<file path="config.mk">
export PLATFORM = sky130hd
export DESIGN_NAME = count_event_monitor
export DESIGN_NICKNAME = d
export VERILOG_FILES = /design/src/rtl/count_event_monitor.sv
export SDC_FILE = /design/constraint.sdc
export NUM_CORES = 1
export LEC_CHECK = 0
export CORE_AREA = 8 8 113 115
export CTS_CLUSTER_DIAMETER = 120
export DETAILED_ROUTE_END_ITERATION = 10
export DIE_AREA = 0 0 121 123
export DONT_BUFFER_PORTS = 1
export MAX_ROUTING_LAYER = met4
export PLACE_DENSITY = 0.54
export SYNTH_ARGS = -nofsm -noshare
export SYNTH_HDL_FRONTEND = slang
export SYNTH_SLANG_ARGS = --single-unit
</file>
<file path="constraint.sdc">
create_clock -name clk -period 8.22 [get_ports clk]
set_input_delay 1.644 -clock clk [delete_from_list [all_inputs] [get_ports clk]]
set_output_delay 1.644 -clock clk [all_outputs]
set_load 0.01 [all_outputs]
</file>
<file path="src/rtl/count_event_monitor.sv">
// rtl/count_event_monitor.sv - classifies count samples as HIT/WRAP/JUMP events
// and queues them, timestamped, in a small FIFO drained by valid/ready.
module count_event_monitor #(
  parameter int WIDTH  = 4,
  parameter int TARGET = 9,
  parameter int DEPTH  = 4,
  parameter int TS_W   = 16
) (
  input  logic                     clk,
  input  logic                     reset,
  input  logic [WIDTH-1:0]         count_in,
  input  logic                     count_valid,
  output logic                     evt_valid,
  input  logic                     evt_ready,
  output logic [1:0]               evt_type,
  output logic [TS_W-1:0]          evt_time,
  output logic [$clog2(DEPTH):0]   evt_level,
  output logic                     overflow,
  output logic [7:0]               drop_count,
  input  logic                     clear_overflow
);

  localparam int AW = $clog2(DEPTH);
  localparam logic [WIDTH-1:0] TGT      = WIDTH'(TARGET);
  localparam logic [AW:0]      FULL_LVL = (AW+1)'(DEPTH);

  localparam logic [1:0] EV_NONE = 2'b00;
  localparam logic [1:0] EV_HIT  = 2'b01;
  localparam logic [1:0] EV_WRAP = 2'b10;
  localparam logic [1:0] EV_JUMP = 2'b11;

  logic [TS_W-1:0]  ts;
  logic [WIDTH-1:0] prev;
  logic             prev_vld;
  logic [WIDTH-1:0] prev_inc;
  logic [1:0]       det_type;

  logic [1:0]       mem_type [DEPTH];
  logic [TS_W-1:0]  mem_time [DEPTH];
  logic [AW-1:0]    wr_ptr;
  logic [AW-1:0]    rd_ptr;
  logic [AW:0]      level;

  logic evt_det, full, pop, push, drop;

  assign prev_inc = prev + WIDTH'(1);

  // JUMP outranks HIT outranks WRAP; a repeated value is a hold, not an event
  always_comb begin
    det_type = EV_NONE;
    if (count_valid) begin
      if (!prev_vld) begin
        if (count_in == TGT) det_type = EV_HIT;
      end else if (count_in == prev) begin
        det_type = EV_NONE;
      end else if (count_in == prev_inc) begin
        if (count_in == TGT)
          det_type = EV_HIT;
        else if (count_in == '0)
          det_type = EV_WRAP;
      end else begin
        det_type = EV_JUMP;
      end
    end
  end

  assign evt_det   = (det_type != EV_NONE);
  assign full      = (level == FULL_LVL);
  assign evt_valid = (level != '0);
  assign pop       = evt_valid && evt_ready;
  assign push      = evt_det && (!full || pop);
  assign drop      = evt_det && full && !pop;

  assign evt_type  = evt_valid ? mem_type[rd_ptr] : 2'b00;
  assign evt_time  = evt_valid ? mem_time[rd_ptr] : '0;
  assign evt_level = level;

  always_ff @(posedge clk or negedge reset) begin
    if (!reset) begin
      ts       <= '0;
      prev     <= '0;
      prev_vld <= 1'b0;
    end else begin
      ts <= ts + TS_W'(1);
      if (count_valid) begin
        prev     <= count_in;
        prev_vld <= 1'b1;
      end
    end
  end

  always_ff @(posedge clk) begin
    if (push) begin
      mem_type[wr_ptr] <= det_type;
      mem_time[wr_ptr] <= ts;
    end
  end

  always_ff @(posedge clk or negedge reset) begin
    if (!reset) begin
      wr_ptr <= '0;
      rd_ptr <= '0;
      level  <= '0;
    end else begin
      if (push) wr_ptr <= wr_ptr + AW'(1);
      if (pop)  rd_ptr <= rd_ptr + AW'(1);
      case ({push, pop})
        2'b10:   level <= level + (AW+1)'(1);
        2'b01:   level <= level - (AW+1)'(1);
        default: level <= level;
      endcase
    end
  end

  // a drop in the same cycle as a clear restarts the tally at one
  always_ff @(posedge clk or negedge reset) begin
    if (!reset) begin
      overflow   <= 1'b0;
      drop_count <= 8'd0;
    end else if (drop) begin
      overflow <= 1'b1;
      if (clear_overflow)
        drop_count <= 8'd1;
      else if (drop_count != 8'hFF)
        drop_count <= drop_count + 8'd1;
    end else if (clear_overflow) begin
      overflow   <= 1'b0;
      drop_count <= 8'd0;
    end
  end

endmodule

</file>
==> metrics.md <==
| Metric | Value |
|---|---|
| Status | `complete, no violations` |
| Period utilisation layout | `43.93%` |
| # port buffers | `0` |
| DP Area | `0.004866 mm^2` |
| Die H | `123 um` |
| Gr usage total | `12.59%` |
| Crit path required time | `8.18 ns` |
| Hold crit path type | `reg2reg` |
| Total of warnings raised by yosys | `0` |
| DP Wirelength | `5.528 mm` |
| Synth Cell Area | `0.004746 mm^2` |
| Post-Syn Instances | `320` |
| Remaining DRCs | `0` |
| Post-route cell area | `0.005145 mm^2` |
| CTS sink cnt | `109` |
| CTS root buf | `clkbuf_16` |
| FMAX | `0.2769 GHz` |
| Starting Density | `42.84%` |
| Vias per cell | `5.354` |
| Sequential Area | `0.003088 mm^2` |
| CP Launch Type | `input port` |
| Critical path's slowest cell | `and2_1` |
| Layout overhead on the synthesized area | `8.410%` |
| First-pass GRT wire length | `13.90 mm` |
| Final hold vios | `0` |
| Crit path cell chain | `nor2_1 -> a21o_1 -> o211a_1 -> nand2_1 -> nor2_1 -> and2_1` |
| Main area contributors after synthesis | `edfxtp_1, dfrtp_1, mux4_2` |
| Postcts setup bufs | `0` |
| Std cell rows | `39` |
| Total CTS buffers | `9` |
| Worst Tran Pin Value | `0.9698 ns` |
| Largest vdd supply drop | `0.0001539 V` |
| Pleak | `1.801 nW` |
| H-tree depth | `3` |
| Pint | `1.113 mW` |
| CTS Buffer Depth | `2` |
| Grt ovf | `0` |
| Psw | `0.4611 mW` |
| Mapped Nets | `337` |
| Antenna violations before repair | `0` |
| Sequential area share after synthesis | `65.07%` |
| Worst path top cell family by delay | `simple AND/OR/NAND/NOR gates` |
| Clk pwr share | `26.3%` |
| Fillers | `978` |
| DRT iter0 DRCs | `91` |
| # setup viols final | `0` |
| Count leader, synth | `edfxtp_1` |
| ANT cells | `0` |
| Sw Share | `29.29%` |
| Clock insertion delay at the later pin of the skew report | `0.34 ns` |
| Worst setup path category | `in2reg` |
| Avg Cell Area, Syn | `14.83 um^2` |
| Wire per inst | `18.48 um` |
| Hold path start | `rd_ptr[0]` |
| Area occupied by multi-input gates | `0.001558 mm^2` |
| Max Cap Viol | `0` |
| Reg power frac | `48.5%` |
| Die X | `121 um` |
| Post-synthesis cell type count | `46` |
| Total Die Area | `0.01488 mm^2` |
| Worst Path Max Fanout | `18` |
| Slew Viols, Final | `0` |
| DRT Wirelength | `8.612 mm` |
| Routability cong. | `0.7790` |
| Core area | `0.01108 mm^2` |
| Total power | `1.574 mW` |
| Combinational Power Share | `25.3%` |
| Slew HR | `35.35%` |
| DR vias | `2495` |
| Nets | `335` |
| DP Cell Count | `450` |
| Worst hold slack | `0.5105 ns` |
| Kind of end point of the critical path | `register` |
| Critical path origin | `count_in[1]` |
| FFs w/ async S/R, synth | `33.94%` |
| Fin cells | `466` |
| Arr. time, crit path | `3.57 ns` |
| Setup TNS | `0 ns` |
| CP dominant cell by count | `nor2_1` |
| Cts repair resizes | `0` |
| Flops & latches, synth | `109` |
| Share of cells above drive strength 1 | `12.69%` |
| Vias in the first global route | `2606` |
| Post-Route Skew | `0.006596 ns` |
| Crit path buf inv count | `0` |
| Synth cell count leaders | `edfxtp_1, dfrtp_1, and2_1` |
| Largest net degree at the start of global routing | `38` |
| EDFF count, synth | `72` |
| Min Clock Period, post-route | `3.611 ns` |
| RSZ-0062 raised after global routing | `no` |
| Post-synth top flop | `edfxtp_1` |
| Detail Route Antenna Nets | `0` |
| R2r startpoint | `prev[0]` |
| I/O pin total | `40` |
| DRT Pass-1 Iters | `4` |
| Power Density | `306.0 mW/mm^2` |
| Crit path largest cell delay | `0.83 ns` |
| Synth area leader | `edfxtp_1` |
| Hold-fix buffers, CTS | `0` |
| Top-area cell type share of the netlist area | `45.56%` |
| Worst-path clk slew | `0.06 ns` |
| CTS tree | `yes` |
-- power groups by stage --
stage | Sequential (mW) | Combinational (mW) | Clock (mW)
2_1_floorplan | 0.733 | 0.361 | 0
3_3_place_gp | 0.774 | 0.413 | 0
3_5_place_dp | 0.778 | 0.417 | 0
4_1_cts | 0.766 | 0.418 | 0.426
5_1_grt | 0.777 | 0.444 | 0.446
6_report | 0.763 | 0.397 | 0.413
-- routing by layer --
metal / track usage (%) / wire length [um]
met5: - / 0
met4: 4.450 / 83
met2: 20.76 / 4358
met1: 14.37 / 3759
met3: 3.790 / 411
-- placed cells by master, fill, tap and decap left out, drive strengths merged, types with 2 or more instances in the layout --
master and count:
a31oi 2, clkbuf 13, nand2 12, nor3 3, xnor2 18, ha 7
nor2 17, a21oi 10, a211oi 2, or4 3, a21o 2, mux4 18
mux2 5, and3 4, and2 25, a211o 2, or2 3, nor4 2
nand4 7, nand3 13, clkinv 2, o31ai 4, edfxtp 72, o21ai 10
inv 9, dfrtp 37, xor2 5
-- registers in the layout, summed over array words and instances (netlist names), 2 cells and up --
| signal | flops |
|---|---|
| drop_count | 8 |
| prev | 4 |
| evt_level | 3 |
| ts | 16 |
| mem_time | 64 |
| mem_type | 8 |
| wr_ptr | 2 |
| rd_ptr | 2 |
-- final timing paths --
path	to	slack [ns]	cells after the start
max in group asynchronous	ts[0]	7.14	0
worst min-delay path	rd_ptr[0]	0.51	1
worst max register to register	mem_time[1][10]	5.41	7
worst min register to register	rd_ptr[0]	0.51	1
worst max-delay path	mem_time[1][10]	4.61	6
min in group asynchronous	drop_count[1]	1.00	0
-- logic make-up (layout without fill, tap and decap cells) --
kind of cell | count (synthesis) | count (layout) | share of synthesized area (%)
simple gates | 96 | 96 | 11.15
fa+ha+maj | 8 | 8 | 2.267
flops | 109 | 109 | 65.07
compound gates | 37 | 37 | 4.930
xor+xnor | 24 | 24 | 4.745
buf+inv | 23 | 26 | 2.109
mux | 23 | 23 | 9.728
-- stage by stage --
| step | util [%] | worst slack (ns) |
|---|---|---|
| final | 46.45 | 4.609 |
| after global placement | 43.93 | 4.279 |
| after CTS | 46.45 | 4.503 |
| after global routing | 46.45 | 4.349 |
| after floorplan | - | 4.469 |
| after detailed placement | 43.93 | 4.220 |
-- layout make-up --
class / instances / area share (%)
Multi-Input combinational cell: 188 / 30.28
Tap cell: 143 / 3.478
Sequential cell: 109 / 60.02
Timing Repair Buffer: 1 / 0.1459
Inverter: 9 / 0.6566
Clock buffer: 13 / 4.669
Clock inverter: 3 / 0.7539
Power figures use the tool's default switching activity.
==> patch (same flow settings) <==
`DEPTH`: 4 -> 8.
--- a/src/rtl/count_event_monitor.sv
+++ b/src/rtl/count_event_monitor.sv
@@ -3,7 +3,7 @@
 module count_event_monitor #(
   parameter int WIDTH  = 4,
   parameter int TARGET = 9,
-  parameter int DEPTH  = 4,
+  parameter int DEPTH  = 8,
   parameter int TS_W   = 16
 ) (
   input  logic                     clk,
Interface: changed (resized evt_level); port bits go from 40 to 41. No check against the original RTL was run, so the function may have changed too.
==> patch against the original RTL <==
Total power increased by 74%. Utilization increased by 29 points. Routed wire length increased by 68%. Via count increased by 53%. Sequential share of layout area increased by 3.4 points. Clock power increased by 92%. Sequential cell count increased by 75. Worst setup slack got worse by 0.58 ns. Design area increased by 63%. First-iteration DRC count increased to 4.2 times the old value. Maximum frequency decreased by 14%. Synthesized area increased by 60%. Hold slack got worse by 0.020 ns. Largest power group unchanged. Highest routed layer unchanged.
==> patch: results (changes against the original RTL) <==
status -> finished, final reports clean
Leak Pwr -> 0.00296 uW (+64%)
synth warn -> 0 (unchanged)
VDD IR-drop max -> 0.281 mV (+83%)
Internal Power -> 1930 uW (+73%)
met2 wire length -> 7.73 mm (+77%)
vias after detailed routing -> 3816 (+53%)
ranking of synthesized cells by area -> edfxtp_1 57%, dfrtp_1 13%, mux4_2 11%
first-pass iteration count of the detailed router -> 5 (+1)
overall routing resource usage -> 0.217 (+0.0915)
top routing layer in use -> met4
met3 WL -> 840 um (+100%)
WL/cell -> 24.1 um (+31%)
Netlist cell types -> 48 (+4.3%)
Post-Syn Nets -> 450 (+34%)
Max transition margin -> 0.301 (-0.0523)
wl on met1 -> 5.70 mm (+52%)
ys async rst share -> 0.217 (-0.122)
EDFF count, synth -> 144 (+100%)
Clock Skew -> 0.0119 ns (+0.00531 ns)
fraction of layout cells with a size suffix above 1 -> 0.217 (+0.0897)
clock latency at the later pin of the worst-skew pair -> 0.42 ns (+0.08 ns)
registers with the most flip-flops -> mem_time (128), mem_type (16), ts (16)
Post-synth top cells -> 144 x edfxtp_1, 40 x dfrtp_1, 36 x mux4_2, 34 x nor2_1
H-tree depth -> 4 (+1)
Crit Path Max Fanout -> 15 (-3)
Iter 0 DRT Violations -> 383 (+320%)
Num CTS Buffers -> 17 (+8)
pin count of the biggest net entering global routing -> 41 (+7.9%)
crit path DAT -> 4.48 ns (+0.91 ns)
vias in the first global route -> 4174 (+60%)
first-pass GRT wire length -> 23.0 mm (+66%)
Layout Nets -> 461 (+38%)
## patch: changes by cell type after synthesis, sizes merged, moves of 6 or more
cell,delta
mux4,+18
and2,-23
mux2i,+21
a21oi,-8
edfxtp,+72
nand4,-6
nor2,+18
## patch: kinds of logic (layout without fill, tap and decap cells)
group	count (synthesis)	in the layout	share of synthesized area
compound gates	24	24	0.0217
simple gates	98	98	0.0651
flops	184	184	0.701
xor+xnor	28	28	0.0343
buf+inv	26	50	0.0153
mux	65	65	0.148
fa+ha+maj	8	8	0.0142
## patch: cell type report
| cell class | instances | area (um2) |
|---|---|---|
| well taps | 143 | 179 |
| repair buffers | 11 | 82.6 |
| clock buffers | 24 | 503 |
| multi-input cells | 223 | 2190 |
| flip-flops and latches | 184 | 5330 |
| clock inverters | 8 | 88.8 |
| inverters | 7 | 26.3 |
| fillers | 630 | 2680 |
## patch: final timing paths
path / endpoint / cells past startpoint / from / slack, ns
worst min register to register: rd_ptr[0]$_DFFE_PN0P_ / 1 / rd_ptr[0]$_DFFE_PN0P_ / 0.49
max in group asynchronous: ts[12]$_DFF_PN0_ / 0 / reset / 7.21
worst min-delay path: rd_ptr[0]$_DFFE_PN0P_ / 1 / rd_ptr[0]$_DFFE_PN0P_ / 0.49
worst max-delay path: evt_level[3]$_DFFE_PN0P_ / 12 / count_in[2] / 4.03
worst max register to register: evt_level[3]$_DFFE_PN0P_ / 11 / evt_level[0]$_DFFE_PN0P_ / 4.52
min in group asynchronous: prev[2]$_DFFE_PN0P_ / 0 / reset / 0.92
## patch: per-stage QoR
step                hold WS (ns)  worst slack [ns]  area (um2)  instances
global route               0.519              3.85        8400        600
detailed placement         0.480              3.62        7810        568
global placement           0.465              3.78        7810        568
floorplan                  0.502              3.23        7600        433
finish                     0.490              4.03        8400        600
CTS                        0.493              3.95        8400        600
## patch: power groups by stage
stage / clock network, uW / registers (uW) / logic (uW)
finish: 795 / 1220 / 736
global route: 840 / 1230 / 797
CTS: 801 / 1220 / 754
detailed placement: 0 / 1240 / 749
global placement: 0 / 1220 / 734
floorplan: 0 / 1200 / 596
## patch: critical path: stages
cell,delay [ns]
xor3_1,0.37
or3_1,0.34
o31a_1,0.46
nor2_1,0.27
nand3_1,0.14
inv_1,0.11
ha_1,0.23
a21o_1,0.18
a21oi_1,0.32
nand2_1,0.11
o211ai_1,0.19
nand3_1,0.11
## patch: layer usage
metal | vias to the layer above | track usage
met3 | 18 | 0.0562
met5 | - | -
met4 | 0 | 0.0671
met2 | 112 | 0.369
met1 | 1982 | 0.251
li1 | 1704 | -
